File: src/rtl/exc_sched_pkg.sv
// exc_sched_pkg: shared types, state encodings and vector defaults for the exception sequencer.
package exc_sched_pkg;
  localparam int BEV = 22;
  localparam logic [31:0] EXC_VEC_BEV = 32'hBFC00380;
  localparam logic [31:0] EXC_VEC_NORM = 32'h80000180;
  typedef enum logic [4:0] {
    EXC_INTR = 5'd0,
    EXC_ADEL = 5'd4,
    EXC_ADES = 5'd5,
    EXC_SYSC = 5'd8,
    EXC_BP   = 5'd9,
    EXC_RI   = 5'd10,
    EXC_OV   = 5'd12,
    EXC_ERET = 5'd31
  } exc_t;
  typedef enum logic [2:0] {
    EXS_IDLE     = 3'd0,
    EXS_WAIT_BUS = 3'd1,
    EXS_COMMIT   = 3'd2,
    EXS_FLUSH    = 3'd3,
    EXS_REDIRECT = 3'd4
  } exs_t;
endpackage

File: src/rtl/exc_sched_if.sv
// exc_sched_if: MEM/cp0/fetch-side signal bundle of the exception sequencer.
interface exc_sched_if;
  import exc_sched_pkg::*;
  logic mem_valid;
  logic [31:0] mem_pc;
  logic mem_exc_flag;
  exc_t mem_exc_type;
  logic mem_inslot;
  logic [31:0] mem_baddr;
  logic exc_intr;
  logic [31:0] status;
  logic [31:0] epc;
  logic dbus_busy;
  logic if_ready;
  logic cp0_exc_flag;
  exc_t cp0_exc_type;
  logic [31:0] cp0_pc;
  logic cp0_inslot;
  logic [31:0] cp0_baddr;
  logic flush;
  logic redirect_valid;
  logic [31:0] redirect_pc;
  logic busy;
  modport slave(
    input mem_valid, mem_pc, mem_exc_flag, mem_exc_type, mem_inslot, mem_baddr,
    input exc_intr, status, epc, dbus_busy, if_ready,
    output cp0_exc_flag, cp0_exc_type, cp0_pc, cp0_inslot, cp0_baddr,
    output flush, redirect_valid, redirect_pc, busy
  );
  modport master(
    output mem_valid, mem_pc, mem_exc_flag, mem_exc_type, mem_inslot, mem_baddr,
    output exc_intr, status, epc, dbus_busy, if_ready,
    input cp0_exc_flag, cp0_exc_type, cp0_pc, cp0_inslot, cp0_baddr,
    input flush, redirect_valid, redirect_pc, busy
  );
endinterface

File: src/rtl/exc_vec_sel.sv
// exc_vec_sel: redirect target select -- EPC for ERET, otherwise the BEV-dependent exception vector.
module exc_vec_sel
  import exc_sched_pkg::*;
#(
  parameter logic [31:0] VEC_BEV = EXC_VEC_BEV,
  parameter logic [31:0] VEC_NORM = EXC_VEC_NORM
) (
  input  exc_t        typ,
  input  logic        bev,
  input  logic [31:0] epc,
  output logic [31:0] vec
);
  always_comb vec = (typ == EXC_ERET) ? epc : (bev ? VEC_BEV : VEC_NORM);
endmodule

File: src/rtl/exc_sched.sv
// exc_sched: exception commit sequencer (capture at MEM, drain bus, commit to cp0, flush, redirect fetch).
// Define EXC_SCHED_BUS_WAIT_EN to hold the commit while dbus_busy is high.
module exc_sched
  import exc_sched_pkg::*;
#(
  parameter int FLUSH_CYC = 2,
  parameter logic [31:0] VEC_BEV = EXC_VEC_BEV,
  parameter logic [31:0] VEC_NORM = EXC_VEC_NORM
) (
  input logic clk,
  input logic rst,
  exc_sched_if.slave bus
);
  localparam logic [3:0] CNT_INIT = 4'(FLUSH_CYC - 1);
  exs_t state;
  logic [3:0] cnt;
  exc_t cap_typ;
  logic [31:0] cap_pc;
  logic cap_inslot;
  logic [31:0] cap_baddr;
  logic [31:0] redirect_pc;
  logic [31:0] vec;
  logic take;
  assign take = bus.mem_valid & (bus.exc_intr | bus.mem_exc_flag);
  exc_vec_sel #(.VEC_BEV(VEC_BEV), .VEC_NORM(VEC_NORM)) u_vec_sel (
    .typ(cap_typ),
    .bev(bus.status[BEV]),
    .epc(bus.epc),
    .vec(vec)
  );
  always_ff @(posedge clk or posedge rst)
    if (rst) begin
      state <= EXS_IDLE;
      cnt <= '0;
      cap_typ <= EXC_INTR;
      cap_pc <= '0;
      cap_inslot <= 1'b0;
      cap_baddr <= '0;
      redirect_pc <= '0;
    end else begin
      case (state)
        EXS_IDLE:
          if (take) begin
            cap_typ <= bus.exc_intr ? EXC_INTR : bus.mem_exc_type;
            cap_pc <= bus.mem_pc;
            cap_inslot <= bus.mem_inslot;
            cap_baddr <= bus.mem_baddr;
`ifdef EXC_SCHED_BUS_WAIT_EN
            state <= bus.dbus_busy ? EXS_WAIT_BUS : EXS_COMMIT;
`else
            state <= EXS_COMMIT;
`endif
          end
`ifdef EXC_SCHED_BUS_WAIT_EN
        EXS_WAIT_BUS: if (!bus.dbus_busy) state <= EXS_COMMIT;
`endif
        EXS_COMMIT: begin
          redirect_pc <= vec;
          cnt <= CNT_INIT;
          state <= EXS_FLUSH;
        end
        EXS_FLUSH:
          if (cnt == 4'd0) state <= EXS_REDIRECT;
          else cnt <= cnt - 4'd1;
        EXS_REDIRECT: if (bus.if_ready) state <= EXS_IDLE;
        default: state <= EXS_IDLE;
      endcase
    end
  // cp0 fields hold the capture; only the strobe is qualified by COMMIT
  assign bus.cp0_exc_flag = state == EXS_COMMIT;
  assign bus.cp0_exc_type = cap_typ;
  assign bus.cp0_pc = cap_pc;
  assign bus.cp0_inslot = cap_inslot;
  assign bus.cp0_baddr = cap_baddr;
  assign bus.flush = state != EXS_IDLE;
  assign bus.busy = state != EXS_IDLE;
  assign bus.redirect_valid = state == EXS_REDIRECT;
  assign bus.redirect_pc = redirect_pc;
endmodule
File: src/flat_wrapper.sv
// flat-port wrapper written by rule: the top's interface ports become plain ports
module exc_sched_flat import exc_sched_pkg::*;
#(
  parameter int FLUSH_CYC = 2,
  parameter logic [31:0] VEC_BEV = EXC_VEC_BEV,
  parameter logic [31:0] VEC_NORM = EXC_VEC_NORM
)
  (clk, rst, bus_mem_valid, bus_mem_pc, bus_mem_exc_flag, bus_mem_exc_type, bus_mem_inslot, bus_mem_baddr, bus_exc_intr, bus_status, bus_epc, bus_dbus_busy, bus_if_ready, bus_cp0_exc_flag, bus_cp0_exc_type, bus_cp0_pc, bus_cp0_inslot, bus_cp0_baddr, bus_flush, bus_redirect_valid, bus_redirect_pc, bus_busy);
  exc_sched_if bus_i ();
  input logic clk;
  input logic rst;
  input wire logic [$bits(bus_i.mem_valid)-1:0] bus_mem_valid;
  input wire logic [$bits(bus_i.mem_pc)-1:0] bus_mem_pc;
  input wire logic [$bits(bus_i.mem_exc_flag)-1:0] bus_mem_exc_flag;
  input wire logic [$bits(bus_i.mem_exc_type)-1:0] bus_mem_exc_type;
  input wire logic [$bits(bus_i.mem_inslot)-1:0] bus_mem_inslot;
  input wire logic [$bits(bus_i.mem_baddr)-1:0] bus_mem_baddr;
  input wire logic [$bits(bus_i.exc_intr)-1:0] bus_exc_intr;
  input wire logic [$bits(bus_i.status)-1:0] bus_status;
  input wire logic [$bits(bus_i.epc)-1:0] bus_epc;
  input wire logic [$bits(bus_i.dbus_busy)-1:0] bus_dbus_busy;
  input wire logic [$bits(bus_i.if_ready)-1:0] bus_if_ready;
  output wire logic [$bits(bus_i.cp0_exc_flag)-1:0] bus_cp0_exc_flag;
  output wire logic [$bits(bus_i.cp0_exc_type)-1:0] bus_cp0_exc_type;
  output wire logic [$bits(bus_i.cp0_pc)-1:0] bus_cp0_pc;
  output wire logic [$bits(bus_i.cp0_inslot)-1:0] bus_cp0_inslot;
  output wire logic [$bits(bus_i.cp0_baddr)-1:0] bus_cp0_baddr;
  output wire logic [$bits(bus_i.flush)-1:0] bus_flush;
  output wire logic [$bits(bus_i.redirect_valid)-1:0] bus_redirect_valid;
  output wire logic [$bits(bus_i.redirect_pc)-1:0] bus_redirect_pc;
  output wire logic [$bits(bus_i.busy)-1:0] bus_busy;
  assign bus_i.mem_valid = bus_mem_valid;
  assign bus_i.mem_pc = bus_mem_pc;
  assign bus_i.mem_exc_flag = bus_mem_exc_flag;
  assign bus_i.mem_exc_type = bus_mem_exc_type;
  assign bus_i.mem_inslot = bus_mem_inslot;
  assign bus_i.mem_baddr = bus_mem_baddr;
  assign bus_i.exc_intr = bus_exc_intr;
  assign bus_i.status = bus_status;
  assign bus_i.epc = bus_epc;
  assign bus_i.dbus_busy = bus_dbus_busy;
  assign bus_i.if_ready = bus_if_ready;
  assign bus_cp0_exc_flag = bus_i.cp0_exc_flag;
  assign bus_cp0_exc_type = bus_i.cp0_exc_type;
  assign bus_cp0_pc = bus_i.cp0_pc;
  assign bus_cp0_inslot = bus_i.cp0_inslot;
  assign bus_cp0_baddr = bus_i.cp0_baddr;
  assign bus_flush = bus_i.flush;
  assign bus_redirect_valid = bus_i.redirect_valid;
  assign bus_redirect_pc = bus_i.redirect_pc;
  assign bus_busy = bus_i.busy;
  exc_sched #(.FLUSH_CYC(FLUSH_CYC), .VEC_BEV(VEC_BEV), .VEC_NORM(VEC_NORM)) u_core (.clk(clk), .rst(rst), .bus(bus_i));
endmodule
File: config.mk
export PLATFORM = sky130hd
export DESIGN_NAME = exc_sched_flat
export DESIGN_NICKNAME = d
export VERILOG_FILES = /design/src/rtl/exc_sched_pkg.sv /design/src/rtl/exc_sched_if.sv /design/src/rtl/exc_vec_sel.sv /design/src/rtl/exc_sched.sv /design/src/flat_wrapper.sv
export SDC_FILE = /design/constraint.sdc
export NUM_CORES = 1
export LEC_CHECK = 0
export BUFFER_PORTS_ARGS = -buffer_cell sky130_fd_sc_hd__buf_2
export CELL_PAD_IN_SITES_DETAIL_PLACEMENT = 0
export CELL_PAD_IN_SITES_GLOBAL_PLACEMENT = 1
export CORE_MARGIN = 1
export CORE_UTILIZATION = 36
export CTS_CLUSTER_DIAMETER = 80
export DETAILED_ROUTE_END_ITERATION = 8
export PLACE_DENSITY = 0.85
export SYNTH_ARGS = -nofsm -noshare
export SYNTH_HDL_FRONTEND = slang
export SYNTH_SLANG_ARGS = --single-unit
File: constraint.sdc
create_clock -name clk -period 12 [get_ports clk]
set_input_delay 3.6 -clock clk [delete_from_list [all_inputs] [get_ports clk]]
set_output_delay 3.6 -clock clk [all_outputs]
set_load 0.05 [all_outputs]
==> flow_summary.yaml <==
status:
  status: "completed"
grt:
  antenna_found_initial: 0
  grt_max_degree: 67
  grtUsageTotal: 0.1623
  grt_pass1_wl_um: 16460
  first_global_vias: 3305
  grt-ovfl-total: 0
setup_path:
  cp-start-kind: "flip-flop"
  worstPathArrival_ns: 2.27
  crit_type: "reg -> out"
  r2r_end: "u_core.bus.cp0_inslot"
  worst_path_max_delay_cell: "inv_2"
  cp.buffers_inverters: 3
  path_depth: 4
  crit_path_end_kind: "primary output"
  path_cells: "or3b_1, buf_4, inv_2, buf_2"
  critPathMaxFanout: 37
  reg2reg_slack_ns: 9.45
  worstPathRequired_ns: 8.40
  cp_top_family: "buffers and inverters"
  reg2reg_from: "u_core.state[2]"
  rr_worst_depth: 4
  critical-path-max-stage-delay_ns: 0.47
final_layout:
  final_common_cell: "buf_2"
  antenna_cells: 0
  final_nets: 693
  final_cell_mix: "buf_2, dfrtp_1, nand2_1, mux2_4, o21ai_1"
  drive_above_1_share: 0.5254
  area_delta_synth_final_pct: 31.05
  fillCellCount: 1147
  final_util: 0.4910
logic_synthesis:
  muxShareOfSynthArea: 0.1993
  yosysTopAreaCell: "dfrtp_1"
  synth-compound-area-share: 0.06398
  synth_top_area_frac: 0.5986
  synthXorXnorAreaFrac: 0
  yosysSeqAreaShare: 0.5986
  synth_area_per_cell_um2: 13.29
  synth_seq_cells: 109
  synth_top_family_by_area: "multiplexers"
  yosys.area_share.simple: 0.08429
  netlist_area_mm2: 0.004557
  syn_nets: 486
  synth_edf_count: 0
  ys_warn_count: 0
  synth-async-reset-ratio: 1.000
  syn_inst: 343
  ys.flop_type: "dfrtp_1"
  ys_top_cells_by_area: "dfrtp_1, mux2_4, nand2_1"
  synth_fa_ha_area_frac: 0.005491
  ys_types: 38
power_and_ir_drop:
  cellLeakagePower_nw: 3.055
  power_frac_seq: 0.305
  p_per_area_mw_per_mm2: 329.1
  combPwrFrac: 0.546
  irDropWorstVdd_uv: 143.9
  switching_power_mw: 0.9640
  p_clk_frac: 0.149
  internal_power_mw: 1.002
  switching_share: 0.4905
drt:
  ant_nets: 0
  drtIter0Drc: 137
  drt_wl_total_um: 10580
  viasPerCell: 4.615
  avgRoutedWirePerCell_um: 14.70
  drt_first_pass_iters: 4
  routed-via-count: 3323
  drc_errors: 0
sta:
  slew_headroom: 0.3009
  period_share: 0.4893
  rsz0062_at_grt: "no"
  tightest_slew_ns: 1.049
  setup_violations: 0
  min_period_ns: 5.871
  hold_viol_final: 0
  drv_slew: 0
  tns_ns: 0
  max_freq_mhz: 170.3
  fin_skew_ns: 0.008567
die:
  die_y_um: 114.5
  rows: 40
  fp.dieArea_mm2: 0.01311
  core_area_mm2: 0.01216
  initial_core_util: 0.3747
  die_x_um: 114.5
  ioPinCount: 247
place:
  place_hpwl_um: 7684
  io_buffers: 214
  gp_congestion: 0.7529
clock_network:
  cts.path.max_buffers: 2
  cts_buffers: 9
  path_clk_slew_ns: 0.06
  clock_latency_ns: 0.34
  cts_tree: "done"
  post-cts-setup-buffer-count: 0
  root_buffer: "clkbuf_16"
  htree_levels: 3
  ctsHoldBuffers: 0
  cts_num_sinks: 109
  cts_resized: 0
min_path:
  hp-class: "reg -> reg"
  whs_endpoint: "u_core.cnt[3]"
  worstHoldStart: "u_core.cnt[3]"
  hold-path-cell-count: 1
run:
  drv_cap: 0
-- logic make-up (layout without fill, tap and decap cells) --
logic type | Yosys count | after routing
flops | 109 | 109
simple gates | 85 | 85
mux | 68 | 68
compound gates | 47 | 47
buf+inv | 32 | 241
fa+ha+maj | 2 | 2
-- through the flow --
stage / cells / hold WS (ns) / setup slack [ns] / total power [mW] / cell area (µm²)
3_5_place_dp: 707 / 0.4663 / 6.454 / 1.687 / 5684
4_1_cts: 720 / 0.4751 / 6.073 / 1.986 / 5972
2_1_floorplan: 343 / 0.4397 / 5.526 / 1.472 / 4557
3_3_place_gp: 707 / 0.4611 / 6.494 / 1.666 / 5684
5_1_grt: 720 / 0.4925 / 5.985 / 2.061 / 5972
6_report: 720 / 0.4685 / 6.129 / 1.966 / 5972
-- routing by layer --
| layer | part of all wire | track usage | vias up |
|---|---|---|---|
| met2 | 0.49 | 0.2747 | 121 |
| met4 | 0.026 | 0.07965 | 0 |
| met5 | 0 | 0 | - |
| li1 | - | - | 1587 |
| met3 | 0.056 | 0.03282 | 23 |
| met1 | 0.42 | 0.1975 | 1592 |
-- registers in the layout, indices dropped and copies added, names as in the netlist --
register,flops
u_core.bus.cp0_pc,32
u_core.state,3
u_core.cnt,4
u_core.bus.cp0_baddr,32
u_core.bus.cp0_inslot,1
u_core.bus.cp0_exc_type,5
u_core.bus.redirect_pc,32
-- final cells by class --
cell class	count	area, µm²	area share
Sequential cell	109	2728	0.4567
Multi-Input combinational cell	202	1609	0.2694
Timing Repair Buffer	217	1094	0.1831
Clock buffer	11	252.7	0.04232
Tap cell	168	210.2	0.03520
Inverter	11	43.79	0.007333
Clock inverter	2	35.03	0.005866
-- synthesized netlist by cell type, types with 3 or more instances --
cell,n
dfrtp_1,109
nand2_1,65
mux2_4,39
o21ai_1,22
mux2_2,17
inv_1,10
o211ai_1,10
mux2_1,9
clkbuf_1,8
buf_12,4
buf_2,4
nor3_1,4
o21ai_0,4
o41ai_1,4
buf_4,3
mux2i_1,3
-- worst max path at each step --
stage | startpoint | to | slack [ns]
after floorplan | rst | u_core.bus.cp0_baddr[0] | 5.53
after detailed placement | u_core.state[0] | bus_cp0_exc_flag | 6.45
after CTS | u_core.state[2] | bus_cp0_exc_flag | 6.07
final | u_core.state[2] | bus_cp0_exc_flag | 6.13
after global placement | u_core.state[0] | bus_cp0_exc_flag | 6.49
after global routing | u_core.state[0] | bus_cp0_exc_flag | 5.99
-- power by group through the flow --
| stage | Combinational (mW) | Clock [mW] | Sequential, mW |
|---|---|---|---|
| after floorplan | 0.385 | 0 | 1.09 |
| after detailed placement | 1.08 | 0 | 0.605 |
| after CTS | 1.09 | 0.301 | 0.599 |
| final | 1.07 | 0.294 | 0.599 |
| after global routing | 1.13 | 0.313 | 0.618 |
| after global placement | 1.07 | 0 | 0.595 |
Note: power is estimated with default switching activity, not from simulation.
